`src/rtl/pll_ctrl_pkg.sv`:
```
// Shared types and default timing constants for the PLL
// fine-phase step controller.
package pll_ctrl_pkg;

    localparam int NUM_PHASE_CH = 5;

    localparam int DEF_SETUP_CYC = 4;
    localparam int DEF_PULSE_CYC = 2;
    localparam int DEF_GAP_CYC   = 8;
    localparam int DEF_LOCK_TO   = 1024;

    typedef enum logic [2:0] {
        IDLE  = 3'd0,
        SETUP = 3'd1,
        PULSE = 3'd2,
        GAP   = 3'd3,
        LOCKW = 3'd4,
        FIN   = 3'd5
    } state_e;

    function automatic int max_of4(int a, int b, int c, int d);
        int m;
        m = a;
        if (b > m) m = b;
        if (c > m) m = c;
        if (d > m) m = d;
        return m;
    endfunction

endpackage

```
`src/rtl/pll_phase_ctrl_if.sv`:
```
// Step-request handshake between calibration logic and the
// phase-step sequencer.
interface pll_phase_ctrl_if #(
    parameter int STEP_W = 8
) ();

    logic              req_valid;
    logic              req_ready;
    logic [2:0]        req_sel;
    logic              req_dir;
    logic [STEP_W-1:0] req_steps;

    modport master (
        output req_valid,
        output req_sel,
        output req_dir,
        output req_steps,
        input  req_ready
    );

    modport slave (
        input  req_valid,
        input  req_sel,
        input  req_dir,
        input  req_steps,
        output req_ready
    );

endinterface

```
`src/rtl/pll_phase_pos.sv`:
```
// Per-channel saturating signed phase position registers with
// a combinational read port.
module pll_phase_pos
    import pll_ctrl_pkg::*;
#(
    parameter int POS_W = 10
) (
    input  logic                    clk,
    input  logic                    rst,
    input  logic                    upd,
    input  logic [2:0]              upd_sel,
    input  logic                    upd_dir,
    input  logic [2:0]              rd_sel,
    output logic signed [POS_W-1:0] rd_pos
);

    localparam logic signed [POS_W-1:0] POS_MAX =
        {1'b0, {(POS_W-1){1'b1}}};
    localparam logic signed [POS_W-1:0] POS_MIN =
        {1'b1, {(POS_W-1){1'b0}}};
    localparam logic signed [POS_W-1:0] POS_ONE = POS_W'(1);

    logic signed [POS_W-1:0] pos_q [NUM_PHASE_CH];
    logic signed [POS_W-1:0] pos_d [NUM_PHASE_CH];

    // The pin pulse is issued regardless; only the count clips.
    always_comb begin
        for (int i = 0; i < NUM_PHASE_CH; i++) begin
            pos_d[i] = pos_q[i];
            if (upd && upd_sel == 3'(i)) begin
                if (upd_dir) begin
                    if (pos_q[i] != POS_MAX)
                        pos_d[i] = pos_q[i] + POS_ONE;
                end else begin
                    if (pos_q[i] != POS_MIN)
                        pos_d[i] = pos_q[i] - POS_ONE;
                end
            end
        end
    end

    always_comb begin
        rd_pos = '0;
        for (int i = 0; i < NUM_PHASE_CH; i++) begin
            if (rd_sel == 3'(i))
                rd_pos = pos_q[i];
        end
    end

    always_ff @(posedge clk) begin
        for (int i = 0; i < NUM_PHASE_CH; i++) begin
            if (rst)
                pos_q[i] <= '0;
            else
                pos_q[i] <= pos_d[i];
        end
    end

endmodule

```
`src/rtl/pll_phase_ctrl.sv`:
```
// Sequencer for PLL dynamic fine-phase steps: setup, step pulse,
// gap and lock wait per step, with per-channel position tracking.
module pll_phase_ctrl
    import pll_ctrl_pkg::*;
#(
    parameter int SETUP_CYC = DEF_SETUP_CYC,
    parameter int PULSE_CYC = DEF_PULSE_CYC,
    parameter int GAP_CYC   = DEF_GAP_CYC,
    parameter int LOCK_TO   = DEF_LOCK_TO,
    parameter int STEP_W    = 8,
    parameter int POS_W     = 10
) (
    input  logic                    clk,
    input  logic                    rst,
    pll_phase_ctrl_if.slave         req,
    input  logic                    pll_lock,
    output logic [2:0]              phase_sel,
    output logic                    phase_dir,
    output logic                    phase_step_n,
    output logic                    busy,
    output logic                    done,
    output logic                    err,
    input  logic [2:0]              rd_sel,
    output logic signed [POS_W-1:0] rd_pos
);

    localparam int MAX_CYC =
        max_of4(SETUP_CYC, PULSE_CYC, GAP_CYC, LOCK_TO);
    localparam int CNT_W = (MAX_CYC > 1) ? $clog2(MAX_CYC) : 1;

    state_e            state_q, state_d;
    logic [CNT_W-1:0]  cnt_q, cnt_d;
    logic [STEP_W-1:0] steps_q, steps_d;
    logic [2:0]        sel_q, sel_d;
    logic              dir_q, dir_d;
    logic              step_n_q, step_n_d;
    logic              done_q, done_d;
    logic              err_q, err_d;
    logic              accept;
    logic              cnt_zero;
    logic              pos_upd;

    assign req.req_ready = (state_q == IDLE) && pll_lock && !rst;
    assign accept        = req.req_valid && req.req_ready;
    assign cnt_zero      = (cnt_q == '0);

    always_comb begin
        state_d = state_q;
        cnt_d   = cnt_q;
        steps_d = steps_q;
        sel_d   = sel_q;
        dir_d   = dir_q;
        err_d   = err_q;
        done_d  = 1'b0;
        pos_upd = 1'b0;
        unique case (state_q)
            IDLE: begin
                if (accept) begin
                    err_d = 1'b0;
                    if (req.req_sel >= 3'(NUM_PHASE_CH)) begin
                        err_d  = 1'b1;
                        done_d = 1'b1;
                    end else if (req.req_steps == '0) begin
                        done_d = 1'b1;
                    end else begin
                        state_d = SETUP;
                        sel_d   = req.req_sel;
                        dir_d   = req.req_dir;
                        steps_d = req.req_steps;
                        cnt_d   = CNT_W'(SETUP_CYC - 1);
                    end
                end
            end
            SETUP: begin
                if (cnt_zero) begin
                    state_d = PULSE;
                    cnt_d   = CNT_W'(PULSE_CYC - 1);
                end else begin
                    cnt_d = cnt_q - CNT_W'(1);
                end
            end
            PULSE: begin
                if (cnt_zero) begin
                    pos_upd = 1'b1;
                    steps_d = steps_q - STEP_W'(1);
                    state_d = GAP;
                    cnt_d   = CNT_W'(GAP_CYC - 1);
                end else begin
                    cnt_d = cnt_q - CNT_W'(1);
                end
            end
            GAP: begin
                if (cnt_zero) begin
                    state_d = LOCKW;
                    cnt_d   = CNT_W'(LOCK_TO - 1);
                end else begin
                    cnt_d = cnt_q - CNT_W'(1);
                end
            end
            LOCKW: begin
                // Lock seen on the last allowed cycle still wins.
                if (pll_lock) begin
                    if (steps_q != '0) begin
                        state_d = PULSE;
                        cnt_d   = CNT_W'(PULSE_CYC - 1);
                    end else begin
                        state_d = FIN;
                    end
                end else if (cnt_zero) begin
                    err_d   = 1'b1;
                    state_d = FIN;
                end else begin
                    cnt_d = cnt_q - CNT_W'(1);
                end
            end
            FIN: begin
                state_d = IDLE;
            end
            default: begin
                state_d = IDLE;
            end
        endcase
        if (state_d == FIN)
            done_d = 1'b1;
        step_n_d = (state_d != PULSE);
    end

    always_ff @(posedge clk) begin
        if (rst) begin
            state_q  <= IDLE;
            cnt_q    <= '0;
            steps_q  <= '0;
            sel_q    <= '0;
            dir_q    <= 1'b0;
            step_n_q <= 1'b1;
            done_q   <= 1'b0;
            err_q    <= 1'b0;
        end else begin
            state_q  <= state_d;
            cnt_q    <= cnt_d;
            steps_q  <= steps_d;
            sel_q    <= sel_d;
            dir_q    <= dir_d;
            step_n_q <= step_n_d;
            done_q   <= done_d;
            err_q    <= err_d;
        end
    end

    assign phase_sel    = sel_q;
    assign phase_dir    = dir_q;
    assign phase_step_n = step_n_q;
    assign busy         = (state_q != IDLE);
    assign done         = done_q;
    assign err          = err_q;

    pll_phase_pos #(
        .POS_W(POS_W)
    ) u_pos (
        .clk    (clk),
        .rst    (rst),
        .upd    (pos_upd),
        .upd_sel(sel_q),
        .upd_dir(dir_q),
        .rd_sel (rd_sel),
        .rd_pos (rd_pos)
    );

endmodule
```
`src/flat_wrapper.sv`:
```
// flat-port wrapper written by rule: the top's interface ports become plain ports
module pll_phase_ctrl_flat import pll_ctrl_pkg::*;
#(
    parameter int SETUP_CYC = DEF_SETUP_CYC,
    parameter int PULSE_CYC = DEF_PULSE_CYC,
    parameter int GAP_CYC   = DEF_GAP_CYC,
    parameter int LOCK_TO   = DEF_LOCK_TO,
    parameter int STEP_W    = 8,
    parameter int POS_W     = 10
)
  (clk, rst, pll_lock, phase_sel, phase_dir, phase_step_n, busy, done, err, rd_sel, rd_pos, req_req_valid, req_req_sel, req_req_dir, req_req_steps, req_req_ready);
  pll_phase_ctrl_if #(.STEP_W(STEP_W)) req_i ();
  input  logic clk;
  input  logic rst;
  input  logic pll_lock;
  output logic [2:0] phase_sel;
  output logic phase_dir;
  output logic phase_step_n;
  output logic busy;
  output logic done;
  output logic err;
  input  logic [2:0] rd_sel;
  output logic signed [POS_W-1:0] rd_pos;
  input wire logic [$bits(req_i.req_valid)-1:0] req_req_valid;
  input wire logic [$bits(req_i.req_sel)-1:0] req_req_sel;
  input wire logic [$bits(req_i.req_dir)-1:0] req_req_dir;
  input wire logic [$bits(req_i.req_steps)-1:0] req_req_steps;
  output wire logic [$bits(req_i.req_ready)-1:0] req_req_ready;
  assign req_i.req_valid = req_req_valid;
  assign req_i.req_sel = req_req_sel;
  assign req_i.req_dir = req_req_dir;
  assign req_i.req_steps = req_req_steps;
  assign req_req_ready = req_i.req_ready;
  pll_phase_ctrl #(.SETUP_CYC(SETUP_CYC), .PULSE_CYC(PULSE_CYC), .GAP_CYC(GAP_CYC), .LOCK_TO(LOCK_TO), .STEP_W(STEP_W), .POS_W(POS_W)) u_core (.clk(clk), .rst(rst), .req(req_i), .pll_lock(pll_lock), .phase_sel(phase_sel), .phase_dir(phase_dir), .phase_step_n(phase_step_n), .busy(busy), .done(done), .err(err), .rd_sel(rd_sel), .rd_pos(rd_pos));
endmodule
```
`config.mk`:
```
export PLATFORM = sky130hd
export DESIGN_NAME = pll_phase_ctrl_flat
export DESIGN_NICKNAME = d
export VERILOG_FILES = /design/src/rtl/pll_ctrl_pkg.sv /design/src/rtl/pll_phase_ctrl_if.sv /design/src/rtl/pll_phase_pos.sv /design/src/rtl/pll_phase_ctrl.sv /design/src/flat_wrapper.sv
export SDC_FILE = /design/constraint.sdc
export NUM_CORES = 1
export LEC_CHECK = 0
export ABC_AREA = 1
export CORE_MARGIN = 2
export CORE_UTILIZATION = 28
export CTS_BUF_LIST = sky130_fd_sc_hd__clkbuf_4 sky130_fd_sc_hd__clkbuf_8 sky130_fd_sc_hd__clkbuf_16
export CTS_CLUSTER_DIAMETER = 120
export CTS_CLUSTER_SIZE = 25
export DETAILED_ROUTE_END_ITERATION = 8
export PLACE_DENSITY = 0.4
export SYNTH_ARGS = -nofsm -noshare
export SYNTH_HDL_FRONTEND = slang
export SYNTH_SLANG_ARGS = --single-unit
export TNS_END_PERCENT = 10
```
`constraint.sdc`:
```
create_clock -name clk -period 5.6 [get_ports clk]
set_clock_uncertainty 0.1 [all_clocks]
set_input_delay 1.12 -clock clk [delete_from_list [all_inputs] [get_ports clk]]
set_output_delay 1.12 -clock clk [all_outputs]
set_load 0.1 [all_outputs]
```
# After elaboration in Yosys (flattened, before gate mapping)

Memory sizes are Yosys's and may differ from the RTL's.
Index checks and enable logic that the tools add are counted.

Register bits: 28
Latch bits: 0
RAM bits: 50
ROM bits: 0
Logic and storage cells: 154
Memories: 1

$add $sub $neg: 12
Multiply operators: 0
Divide/modulo/power cells: 0
$lt $le $gt $ge: 1
Equal/unequal tests: 32
Shift-type cells: 0
Multiplexer cells: 70
Bitwise operators: 7
Reduce and logical (&&, ||, !) cells: 23

Memory list:

| name               | depth | width | rd ports | clocked after memory_dff | write ports | line                | source |
|---|---|---|---|---|---|---|---|
| u_core.u_pos.pos_q | 5     | 10    | 5        | 0                        | 5           | pll_phase_pos.sv:23 | `logic signed [POS_W-1:0] pos_q [NUM_PHASE_CH];` |

Operator list:

| operator                | count |
|---|---|
| $mux W10                | 39 |
| $ne A10 B10 Y1 const B  | 10 |
| $add A10 B2 Y10 const B | 5 |
| $pmux W10 S5            | 1 |
| $sub A10 B2 Y10 const B | 5 |
| $mux W8                 | 4 |
| $mux W3                 | 9 |
| $eq A3 B2 Y1 const B    | 6 |
| $pmux W8 S2             | 1 |
| $pmux W3 S5             | 1 |
| $mux W1                 | 14 |
| $eq A3 B3 Y1 const B    | 4 |
| $logic_not A10 Y1       | 1 |
| $sub A10 B1 Y10 const B | 1 |
| $eq A3 B1 Y1 const B    | 3 |
| $logic_not A3 Y1        | 3 |
| $logic_and A1 B1 Y1     | 8 |
| $logic_not A8 Y1        | 1 |
| $reduce_and A4 Y1       | 2 |
| $reduce_bool A8 Y1      | 1 |
| $sub A8 B1 Y8 const B   | 1 |
| $ne A2 B1 Y1 const B    | 3 |
| $ne A2 B2 Y1 const B    | 3 |
| $ne A3 B2 Y1 const B    | 2 |
| 11 further kinds        | 17 |

# Longest topological paths before layout

Gate-level depths: netlist (run 1).

Depth in word-level cells: 8
Depth in mapped cells: 13
Gate-level depth less buffers: 12

# By module

From an unflattened synthesis (run 1), not the netlist that was laid out.

Cells, all modules: 1127
Area, all modules: 6760.2 um2

By module, submodules not included:

| module         | instances | cells each | area each (um2) | seq. area each (um2) |
|---|---|---|---|---|
| pll_phase_pos  | 1         | 825        | 4912.2          | 1001.0 |
| pll_phase_ctrl | 1         | 302        | 1848.0          | 560.5 |

# Worst setup path before layout (run 1)

OpenSTA, ideal clock, no wires.

Kind: input port to output port
From: in rst
To: out req_req_ready
Arrival: 2.645 ns
Data required time: 4.380 ns
Slack: 1.735 ns
Cell stages on the path: 4
Cells stage by stage: buf_6 > clkinv_2 > nand2_1 > nor2_1

Longest elaborated chain between the ends: 2

RTL lines:

| item                | line                 | source |
|---|---|---|
| start, declared     | flat_wrapper.sv:14   | `input logic rst;` |
| $logic_not A1 Y1    | pll_phase_ctrl.sv:43 | `assign req.req_ready = (state_q == IDLE) && pll_lock && !rst;` |
| $logic_and A1 B1 Y1 | pll_phase_ctrl.sv:43 |  |
| end, declared       | flat_wrapper.sv:28   | `output wire logic [$bits(req_i.req_ready)-1:0] req_req_ready;` |

Every way passes these cells.

# Worst setup path in the final report (run 1)

From: in rd_sel[1]
To: out rd_pos[6]

Longest elaborated chain between the ends: 6
Elaborated cells on any way between the ends: 10
Classes of those cells: 4 x eq/ne; 5 x mux; 1 x reduce/logical

RTL lines:

| item                   | line                | source |
|---|---|---|
| start, declared        | flat_wrapper.sv:22  | `input logic [2:0] rd_sel;` |
| $logic_not A3 Y1       | pll_phase_pos.sv:45 | `if (rd_sel == 3'(i))` |
| $mux W10 (4 in series) | pll_phase_pos.sv:45 |  |
| $mux W10 (*)           | pll_phase_pos.sv:45 |  |
| end, declared          | flat_wrapper.sv:23  | `output logic signed [POS_W-1:0] rd_pos;` |

Every way passes the cells marked *; elsewhere a longest branch is shown, timed or not.

==> PnR_summary.wiki, run 1 <==
{| class="wikitable"
! Metric !! Value
|-
| Count of pins over their slew limit || 0
|-
| Cell breakdown of the critical path || clkdlybuf4s50_1 -> nand2_1 -> nor2_1 -> a21oi_1 -> nand3_1 -> buf_4
|-
| CTS root buffer || sky130_fd_sc_hd__clkbuf_16
|-
| Final design utilization || 0.329
|-
| Synthesis Warnings || 0
|-
| Summed instance area of the synthesized netlist || 0.00651 mm²
|-
| Layout Area Growth over Synthesis || 14.8%
|-
| Average cell area after synthesis || 6.24 µm²
|-
| Crit Path Class || primary input to output pin
|-
| Total of cells resized after clock tree synthesis || 0
|-
| Die area || 0.0245 mm²
|-
| Via count of the first global-routing pass || 6485
|-
| Sequential element share of the synthesized area || 0.240
|-
| Hold slack || 0.386 ns
|-
| Highest ir drop seen on vdd || 0.000137 V
|-
| Final hold violation count || 0
|-
| Iter 0 DRT Violations || 391
|-
| Height of the chip || 156 µm
|-
| Summed area of non-filler cells in the final layout || 0.00748 mm²
|-
| Setup Buffers After CTS || 0
|-
| Post-route ant nets || 0
|-
| Area of the multi-input gates || 0.00435 mm²
|-
| Global Route Usage Sum || 0.179
|-
| Worst slack after detailed placement || 1.47 ns
|-
| Chip Width || 156 µm
|-
| Average via count per standard cell || 4.91
|-
| Worst-path clk slew || 0.07 ns
|-
| Areal power density over the cells || 220 mW/mm²
|-
| Post-detailed-placement half-perimeter wirelength || 16400 µm
|-
| Endpoint class of the critical path || output pin
|-
| Area used by sequential logic in the layout || 0.00156 mm²
|-
| Largest net degree at the start of global routing || 46
|-
| Most instantiated cells after synthesis || sky130_fd_sc_hd__nand2_1, sky130_fd_sc_hd__inv_1, sky130_fd_sc_hd__a21oi_1
|-
| Fraction of registers with async set/reset || 0
|-
| Period utilisation layout || 0.750
|-
| Post-route DRC || 0
|-
| Synth Net Count || 1110
|-
| Vias || 6728
|-
| Hold bufs inserted after CTS || 0
|-
| Class of the worst hold path || register to register
|-
| Arrival time at the worst endpoint || 2.98 ns
|-
| Count of clock tree sinks || 78
|-
| Number of antenna violations at the first check in global routing || 0
|-
| Std-Cell Core Area || 0.0227 mm²
|-
| Type of origin of the critical path || primary input
|-
| Static leakage || 0.00329 µW
|-
| CTS tree || yes
|-
| Routed Wire Length || 21200 µm
|-
| RSZ-0062 raised after global routing || no
|-
| Maximum capacitance violations || 0
|-
| Slew of the pin with the lowest slew margin || 1.02 ns
|-
| Worst skew pair latency || 0.36 ns
|-
| Maximum fanout encountered on the critical timing path || 10
|-
| Router iterations before antenna repair || 7
|-
| Cell with the biggest individual delay on the critical path || sky130_fd_sc_hd__nor2_1
|-
| Fin Setup TNS || 0 ns
|-
| Peak per-stage delay on the critical path || 0.55 ns
|-
| Total setup violations reported at the end of the flow || 0
|-
| Wire length of the first global-routing pass || 34200 µm
|-
| Status || completed
|-
| Required @ worst endpoint || 4.38 ns
|-
| Share of final-layout standard cells stronger than drive strength 1 || 0.0526
|-
| Number of instances in the synthesized netlist || 1044
|-
| Yosys reg bits || 78
|-
| Clock buffers created by TritonCTS || 9
|-
| Total of buffers placed on input and output ports || 37
|-
| Largest area contributor in the netlist || sky130_fd_sc_hd__dfxtp_1
|-
| Final RePlAce weighted congestion || 0.810
|-
| Post-detailed-route wirelength per cell || 15.5 µm
|-
| Total Nets Final || 1145
|-
| H-Tree Level Count || 3
|-
| Cell row count || 55
|-
| Number of synthesized flops with an enable pin || 0
|-
| Most common flop cell mapped by yosys || sky130_fd_sc_hd__dfxtp_1
|-
| I/O pin count || 38
|-
| Library cells used by synthesis || 39
|-
| Normalized max-slew margin || 0.319
|-
| Share of Yosys cell area claimed by the top area cell type || 0.240
|-
| Initial core utilization || 0.287
|-
| Most frequent cell after synthesis || sky130_fd_sc_hd__nand2_1
|-
| Final setup margin || 1.40 ns
|-
| Maximum buffer depth of the clock tree || 2
|-
| Remaining global-route overflow || 0
|-
| Fillers || 2599
|-
| Area post-placement || 0.00717 mm²
|-
| Final critical delay including setup and external delays || 4.20 ns
|-
| Leading cell types by total area after synthesis || sky130_fd_sc_hd__dfxtp_1, sky130_fd_sc_hd__nand2_1, sky130_fd_sc_hd__a21oi_1
|-
| Antenna diode count || 0
|-
| FMAX || 238 MHz
|}
-- cell families after synthesis --
kind of cell / Yosys count / share of synthesized area
adders and majority gates: 47 / 0.0961
buffers and inverters: 152 / 0.0919
and+or+nand+nor: 527 / 0.358
xor gates and xnor gates: 37 / 0.0498
AOI/OAI and AO/OA: 203 / 0.165
DFF: 78 / 0.240
-- metrics by stage --
stage               std cells  total power, µW
global route             1369             1750
global placement         1353             1030
detailed placement       1353             1030
CTS                      1369             1670
finish                   1369             1640
floorplan                1044              919
-- worst max-delay path: cells and delay by family --
kind / cells / cell delay, ns
buffers and inverters: 2 / 0.83
AOI/OAI and AO/OA: 1 / 0.19
and+or+nand+nor: 3 / 0.83
-- final timing paths --
kind                                  startpoint                                     to  slack [ns]  depth (start not counted)
hold / removal    u_core.steps_q[1]$_SDFFE_PP0P_         u_core.steps_q[1]$_SDFFE_PP0P_        0.39                          2
setup reg to reg   u_core.phase_dir$_SDFFE_PP0P_  u_core.u_pos.pos_q[4][5]$_SDFFE_PP0P_        2.61                         10
setup / recovery                       rd_sel[1]                              rd_pos[6]        1.40                          6
hold reg to reg   u_core.steps_q[1]$_SDFFE_PP0P_         u_core.steps_q[1]$_SDFFE_PP0P_        0.39                          2
-- cell type report --
cell class	count	share of cell area
multi-input combinational	814	0.582
inverter	134	0.0674
timing repair buffer	42	0.0525
tap	285	0.0477
sequential	78	0.209
clock inverter	6	0.00954
clock buffer	10	0.0320
-- registers in the layout, summed over array words and instances, names as in the netlist --
name                 count
u_core.err               1
u_core.phase_sel         3
u_core.u_pos.pos_q      50
u_core.cnt_q            10
u_core.done              1
u_core.state_q           3
u_core.steps_q           8
u_core.phase_dir         1
u_core.phase_step_n      1
-- placed cells by master (no fill, tap or decap), types with 6 or more instances in the layout --
cell                                n
sky130_fd_sc_hd__o22ai_1           11
sky130_fd_sc_hd__nand4_1           34
sky130_fd_sc_hd__o21ai_0           59
sky130_fd_sc_hd__clkbuf_16          9
sky130_fd_sc_hd__inv_2              6
sky130_fd_sc_hd__a21oi_1          114
sky130_fd_sc_hd__o21bai_1           6
sky130_fd_sc_hd__clkdlybuf4s50_1   26
sky130_fd_sc_hd__dfxtp_1           78
sky130_fd_sc_hd__xor2_1            31
sky130_fd_sc_hd__buf_4             15
sky130_fd_sc_hd__nand2_1          244
sky130_fd_sc_hd__ha_1              42
sky130_fd_sc_hd__nor3_1            32
sky130_fd_sc_hd__nor2_1           108
sky130_fd_sc_hd__nand3_1           80
sky130_fd_sc_hd__xnor2_1            6
sky130_fd_sc_hd__inv_1            127
-- routing by layer --
| metal | vias up | part of all wire | GRT usage |
|---|---|---|---|
| li1 | 3550 | - | - |
| met1 | 3048 | 0.50 | 0.239 |
| met2 | 114 | 0.45 | 0.295 |
| met3 | 16 | 0.047 | 0.0421 |
| met4 | 0 | 0.0093 | 0.0315 |
| met5 | - | 0 | 0 |
-- report_power, final --
part           internal, µW  total [µW]  switching, µW
combinational           137         416            279
clock                   361         633            273
sequential              574         592           18.6
total                  1070        1640            570
Power figures use the tool's default switching activity.
==> inputs of run 2 (changes only) <==
- PLACE_DENSITY: 0.4 -> 0.41
- clock period: 5.6 -> 3.8 ns (I/O delays scaled with it)
==> PnR_summary.wiki, run 2 (synthesized netlist as in run 1, its figures left out) <==
{| class="wikitable"
! Metric !! Value
|-
| Status || completed
|-
| Largest registers || u_core.u_pos.pos_q x50, u_core.cnt_q x10, u_core.steps_q x8
|-
| Count of clock tree sinks || 78 (unchanged)
|-
| Total setup violations reported at the end of the flow || 0 (unchanged)
|-
| Layout Area Growth over Synthesis || 16.7%
|-
| FMAX || 290 MHz
|-
| CTS tree || yes
|-
| Worst skew pair latency || 0.36 ns (about the same)
|-
| Normalized max-slew margin || 0.339 (+0.0206)
|-
| Iter 0 DRT Violations || 293 (-25%)
|-
| Worst slack after detailed placement || 0.409 ns (-1.06 ns)
|-
| Combinational power share || 0.262 (+0.009)
|-
| Total Nets Final || 1149 (+0.35%)
|-
| Setup Buffers After CTS || 0 (unchanged)
|-
| Total net switching power || 866 µW (+52%)
|-
| Total of cells resized after clock tree synthesis || 0 (unchanged)
|-
| Crit Path Class || primary input to output pin
|-
| Worst-path clk slew || 0.08 ns (about the same)
|-
| CTS root buffer || sky130_fd_sc_hd__clkbuf_16
|-
| Post-route DRC || 0 (unchanged)
|-
| Maximum buffer depth of the clock tree || 2 (unchanged)
|-
| Std-Cell Core Area || 0.0227 mm² (unchanged)
|-
| Cell with the biggest individual delay on the critical path || sky130_fd_sc_hd__nor2_1
|-
| Number of antenna violations at the first check in global routing || 0 (unchanged)
|-
| Average via count per standard cell || 4.98 (+1.4%)
|-
| Highest ir drop seen on vdd || 0.000214 V (+56%)
|-
| Top library cells by usage in the layout, fill and taps aside || sky130_fd_sc_hd__nand2_1, sky130_fd_sc_hd__inv_1, sky130_fd_sc_hd__a21oi_1
|-
| Commonest non-fill, non-tap cell in the layout || sky130_fd_sc_hd__nand2_1
|-
| Via count of the first global-routing pass || 6695 (+3.2%)
|-
| Fin Setup TNS || 0 ns (unchanged)
|-
| Maximum capacitance violations || 0 (unchanged)
|-
| Wire length of the first global-routing pass || 35400 µm (+3.7%)
|-
| Peak per-stage delay on the critical path || 0.59 ns (+0.04 ns)
|-
| Antenna diode count || 0 (unchanged)
|-
| Static leakage || 0.00333 µW (+1.2%)
|-
| Sequential share of power || 0.369 (+0.008)
|-
| Global Route Usage Sum || 0.183 (+0.00428)
|-
| Period utilisation layout || 0.908
|-
| Height of the chip || 156 µm (unchanged)
|-
| H-Tree Level Count || 3 (unchanged)
|-
| Post-detailed-route wirelength per cell || 15.5 µm (+0.22%)
|-
| Final critical delay including setup and external delays || 3.45 ns
|-
| Chip Width || 156 µm (unchanged)
|-
| Largest Register || u_core.u_pos.pos_q
|-
| Count of pins over their slew limit || 0 (unchanged)
|-
| Final hold violation count || 0 (unchanged)
|-
| Largest net degree at the start of global routing || 45 (-2.2%)
|-
| Final design utilization || 0.335 (+0.00529)
|-
| Router iterations before antenna repair || 5 (-2)
|-
| Remaining global-route overflow || 0 (unchanged)
|-
| Die area || 0.0245 mm² (unchanged)
|-
| RSZ-0062 raised after global routing || no
|-
| Proportion of power drawn by the clock network || 0.369 (-0.017)
|-
| Internal power component || 1500 µW (+40%)
|-
| Final RePlAce weighted congestion || 0.815 (+0.63%)
|-
| Slew of the pin with the lowest slew margin || 0.988 ns (-0.0308 ns)
|-
| Share of final-layout standard cells stronger than drive strength 1 || 0.0579 (+0.00532)
|-
| Vias || 6841 (+1.7%)
|-
| Maximum fanout encountered on the critical timing path || 10 (unchanged)
|-
| Initial core utilization || 0.287 (unchanged)
|-
| Required @ worst endpoint || 2.94 ns (-1.44 ns)
|-
| Areal power density over the cells || 312 mW/mm² (+42%)
|-
| Class of the worst hold path || register to register
|-
| Post-route ant nets || 0 (unchanged)
|-
| Hold bufs inserted after CTS || 0 (unchanged)
|-
| Final setup margin || 0.350 ns (-1.05 ns)
|-
| I/O pin count || 38 (unchanged)
|-
| Net Sw Frac || 0.365 (+0.0183)
|-
| Clock buffers created by TritonCTS || 9 (unchanged)
|-
| Arrival time at the worst endpoint || 2.59 ns (-0.39 ns)
|-
| Flip-flop count of the largest register after layout || 50 (unchanged)
|-
| Cell breakdown of the critical path || clkdlybuf4s50_1 -> inv_1 -> nand2_1 -> nor2_1 -> a21oi_1 -> nand3_1 -> buf_12
|-
| Post-detailed-placement half-perimeter wirelength || 16200 µm (-0.90%)
|-
| Cell row count || 55 (unchanged)
|-
| Type of origin of the critical path || primary input
|-
| Endpoint class of the critical path || output pin
|-
| Total of buffers placed on input and output ports || 37 (unchanged)
|-
| Routed Wire Length || 21300 µm (+0.51%)
|}
## run 2: cell count changes in the layout (fill, tap and decap cells not counted), sizes merged
| cell | change |
|---|---|
| buf | +6 |
| inv | +3 |
| clkdlybuf4s50 | -2 |
| bufinv | -1 |
| clkbuf | -1 |
| clkinv | -1 |
## run 2: power groups by stage
stage | sequential (µW) | combinational, µW | clock [µW]
floorplan | 911 | 443 | 0
global placement | 893 | 625 | 0
detailed placement | 893 | 623 | 0
CTS | 874 | 626 | 901
global route | 879 | 713 | 934
finish | 874 | 620 | 875
## run 2: worst max-delay path: cells and delay by family
family / cells / cell delay (ns)
and+or+nand+nor: 3 / 0.90
buffers and inverters: 3 / 0.72
AOI/OAI and AO/OA: 1 / 0.19
## run 2: through the flow
| stage | total power [µW] | hold WS, ns | area (µm²) | cells |
|---|---|---|---|---|
| 2_1_floorplan | 1350 | 0.353 | 6510 | 1044 |
| 3_3_place_gp | 1520 | 0.376 | 7320 | 1357 |
| 3_5_place_dp | 1520 | 0.387 | 7320 | 1357 |
| 4_1_cts | 2400 | 0.399 | 7600 | 1373 |
| 5_1_grt | 2530 | 0.432 | 7600 | 1373 |
| 6_report | 2370 | 0.397 | 7600 | 1373 |
## run 2: routing by layer
metal / vias to the layer above / GRT usage / share of wire
met5: - / 0 / 0
met4: 0 / 0.0332 / 0.0073
met3: 8 / 0.0390 / 0.037
met2: 118 / 0.300 / 0.45
met1: 3138 / 0.249 / 0.50
li1: 3577 / - / -
## run 2: final cells by class
cell class	instances	area, µm²
fill	2585	15100
clock buffer	9	225
inverter	134	504
tap	285	357
timing repair buffer	46	543
multi-input combinational	814	4350
clock inverter	7	55.1
sequential	78	1560
## run 2: final timing paths
check | slack, ns | cells after the start | to | from
worst max register to register | 1.22 | 9 | u_core.u_pos.pos_q[4][5]$_SDFFE_PP0P_ | u_core.phase_dir$_SDFFE_PP0P_
worst min-delay path | 0.40 | 2 | u_core.steps_q[1]$_SDFFE_PP0P_ | u_core.steps_q[1]$_SDFFE_PP0P_
worst max-delay path | 0.35 | 7 | rd_pos[6] | rd_sel[2]
worst min register to register | 0.40 | 2 | u_core.steps_q[1]$_SDFFE_PP0P_ | u_core.steps_q[1]$_SDFFE_PP0P_
==> inputs of run 3 (changes only) <==
- CORE_UTILIZATION: 28 -> 45
- PLACE_DENSITY: 0.41 -> 0.61
==> PnR_summary.wiki, run 3 (synthesized netlist as in run 1, its figures left out) <==
{| class="wikitable"
! Metric !! Value
|-
| Clock buffers created by TritonCTS || 9 (unchanged)
|-
| Status || completed
|-
| CTS tree || yes
|-
| Largest net degree at the start of global routing || 45 (unchanged)
|-
| Endpoint class of the critical path || output pin
|-
| Arrival time at the worst endpoint || 2.43 ns (-0.16 ns)
|-
| Largest registers || u_core.u_pos.pos_q x50, u_core.cnt_q x10, u_core.steps_q x8
|-
| Internal power component || 1700 µW (+13%)
|-
| Worst-path clk slew || 0.06 ns (-0.02 ns)
|-
| Proportion of power drawn by the clock network || 0.408 (+0.039)
|-
| Cell row count || 43 (-22%)
|-
| Crit Path Class || primary input to output pin
|-
| Post-route DRC || 0 (unchanged)
|-
| Static leakage || 0.00336 µW (+1.0%)
|-
| Net Sw Frac || 0.321 (-0.0444)
|-
| Total of cells resized after clock tree synthesis || 0 (unchanged)
|-
| Std-Cell Core Area || 0.0140 mm² (-38%)
|-
| Maximum capacitance violations || 0 (unchanged)
|-
| Post-detailed-placement half-perimeter wirelength || 14000 µm (-14%)
|-
| Period utilisation layout || 0.865 (-0.0432)
|-
| I/O pin count || 38 (unchanged)
|-
| Worst skew pair latency || 0.35 ns (about the same)
|-
| Iter 0 DRT Violations || 478 (+63%)
|-
| Post-detailed-route wirelength per cell || 14.6 µm (-6.0%)
|-
| Class of the worst hold path || register to register
|-
| RSZ-0062 raised after global routing || no
|-
| Slew of the pin with the lowest slew margin || 1.02 ns (+0.0274 ns)
|-
| Global Route Usage Sum || 0.243 (+0.0602)
|-
| CTS root buffer || sky130_fd_sc_hd__clkbuf_16
|-
| Number of antenna violations at the first check in global routing || 0 (unchanged)
|-
| Total of buffers placed on input and output ports || 37 (unchanged)
|-
| Router iterations before antenna repair || 5 (unchanged)
|-
| Post-route ant nets || 0 (unchanged)
|-
| FMAX || 304 MHz (+5.0%)
|-
| Worst setup path endpoint || rd_pos[5]
|-
| Reg2reg setup slack || 1.29 ns (+0.07 ns)
|-
| RR Endpoint || u_core.u_pos.pos_q[2][9]$_SDFFE_PP0P_
|-
| Initial core utilization || 0.465 (+0.179)
|-
| Share of final-layout standard cells stronger than drive strength 1 || 0.0588 (+0.000865)
|-
| Cells on worst reg2reg path || 11 (+2)
|-
| Count of clock tree sinks || 78 (unchanged)
|-
| Hold bufs inserted after CTS || 0 (unchanged)
|-
| Critical register-to-register path startpoint || u_core.phase_dir$_SDFFE_PP0P_
|-
| Maximum fanout encountered on the critical timing path || 10 (unchanged)
|-
| Normalized max-slew margin || 0.321 (-0.0183)
|-
| Final hold violation count || 0 (unchanged)
|-
| Average via count per standard cell || 5.41 (+8.5%)
|-
| Startpoint of the worst setup timing path || rd_sel[0]
|-
| Top library cells by usage in the layout, fill and taps aside || sky130_fd_sc_hd__nand2_1, sky130_fd_sc_hd__inv_1, sky130_fd_sc_hd__a21oi_1
|-
| Flip-flop count of the largest register after layout || 50 (unchanged)
|-
| Total net switching power || 805 µW (-7.0%)
|-
| Wire length of the first global-routing pass || 31300 µm (-12%)
|-
| Sequential share of power || 0.349 (-0.020)
|-
| Highest ir drop seen on vdd || 0.000208 V (-3.2%)
|-
| Die area || 0.0154 mm² (-37%)
|-
| Combinational power share || 0.243 (-0.019)
|-
| Total Nets Final || 1150 (+0.087%)
|-
| Largest Register || u_core.u_pos.pos_q
|-
| Chip Width || 124 µm (-21%)
|-
| Total setup violations reported at the end of the flow || 0 (unchanged)
|-
| Final RePlAce weighted congestion || 0.924 (+13%)
|-
| Summed area of non-filler cells in the final layout || 0.00754 mm² (-0.81%)
|-
| Fin Setup TNS || 0 ns (unchanged)
|-
| Layout Cells excl Fill || 1269 (-7.6%)
|-
| Final critical delay including setup and external delays || 3.29 ns (-0.164 ns)
|-
| Vias || 6860 (+0.28%)
|-
| Areal power density over the cells || 333 mW/mm² (+6.7%)
|-
| Antenna diode count || 0 (unchanged)
|-
| Maximum buffer depth of the clock tree || 2 (unchanged)
|-
| Hold slack || 0.387 ns (-0.00906 ns)
|-
| Type of origin of the critical path || primary input
|-
| Height of the chip || 124 µm (-21%)
|-
| Commonest non-fill, non-tap cell in the layout || sky130_fd_sc_hd__nand2_1
|-
| Count of pins over their slew limit || 0 (unchanged)
|-
| Area post-placement || 0.00719 mm² (-1.7%)
|-
| Required @ worst endpoint || 2.94 ns (about the same)
|-
| H-Tree Level Count || 3 (unchanged)
|-
| Routed Wire Length || 18500 µm (-13%)
|-
| Total placed cells including tap cells || 1253 (-7.7%)
|-
| Layout Area Growth over Synthesis || 15.7%
|-
| Via count of the first global-routing pass || 6506 (-2.8%)
|-
| Setup Buffers After CTS || 0 (unchanged)
|-
| Remaining global-route overflow || 0 (unchanged)
|}
[run 3: cell count changes in the layout (fill, tap and decap cells not counted)]
| cell | previous run | this run |
|---|---|---|
| sky130_fd_sc_hd__bufinv_16 | 0 | 3 |
| sky130_fd_sc_hd__inv_6 | 3 | 0 |
| sky130_fd_sc_hd__clkinv_4 | 1 | 0 |
| sky130_fd_sc_hd__clkbuf_4 | 0 | 1 |
| sky130_fd_sc_hd__buf_4 | 11 | 12 |
[run 3: worst max-delay path, cell delays in order]
cell                              delay (ns)
sky130_fd_sc_hd__clkdlybuf4s50_1        0.52
sky130_fd_sc_hd__inv_1                  0.07
sky130_fd_sc_hd__nand3_1                0.34
sky130_fd_sc_hd__o22ai_1                0.12
sky130_fd_sc_hd__a21oi_1                0.17
sky130_fd_sc_hd__nand3_1                0.21
sky130_fd_sc_hd__buf_12                 0.23
[run 3: final cells by class]
cell class                      count  area, µm²
Fill cell                        1469       6450
Timing Repair Buffer               47        551
Multi-Input combinational cell    814       4350
Tap cell                          180        225
Clock buffer                       10        233
Sequential cell                    78       1560
Clock inverter                      6        110
Inverter                          134        504
[run 3: metal layers]
| layer | vias to the layer above | part of all wire | track usage |
|---|---|---|---|
| li1 | 3575 | - | - |
| met1 | 3068 | 0.48 | 0.326 |
| met2 | 187 | 0.44 | 0.394 |
| met3 | 30 | 0.051 | 0.0391 |
| met4 | 0 | 0.024 | 0.0886 |
| met5 | - | 0 | 0 |
[run 3: power by group through the flow]
stage	Clock, µW	Sequential, µW	Combinational (µW)
3_3_place_gp	0	892	608
3_5_place_dp	0	892	607
4_1_cts	1040	874	611
2_1_floorplan	0	911	443
6_report	1020	874	609
5_1_grt	1070	878	692
[run 3: worst min-delay path by stage]
| stage | start | to | slack [ns] | cells past startpoint |
|---|---|---|---|---|
| global route | u_core.steps_q[1]$_SDFFE_PP0P_ | u_core.steps_q[1]$_SDFFE_PP0P_ | 0.43 | 2 |
| CTS | u_core.steps_q[1]$_SDFFE_PP0P_ | u_core.steps_q[1]$_SDFFE_PP0P_ | 0.39 | 2 |
| finish | u_core.steps_q[1]$_SDFFE_PP0P_ | u_core.steps_q[1]$_SDFFE_PP0P_ | 0.39 | 2 |
| global placement | u_core.steps_q[1]$_SDFFE_PP0P_ | u_core.steps_q[1]$_SDFFE_PP0P_ | 0.38 | 2 |
| floorplan | u_core.steps_q[1]$_SDFFE_PP0P_ | u_core.steps_q[1]$_SDFFE_PP0P_ | 0.35 | 2 |
| detailed placement | u_core.steps_q[1]$_SDFFE_PP0P_ | u_core.steps_q[1]$_SDFFE_PP0P_ | 0.38 | 2 |
[run 3: stage by stage]
stage / util / setup slack [ns] / power (µW)
6_report: 0.539 / 0.514 / 2510
5_1_grt: 0.539 / 0.447 / 2640
2_1_floorplan: - / 0.598 / 1350
3_5_place_dp: 0.514 / 0.582 / 1500
4_1_cts: 0.539 / 0.565 / 2520
3_3_place_gp: 0.514 / 0.595 / 1500
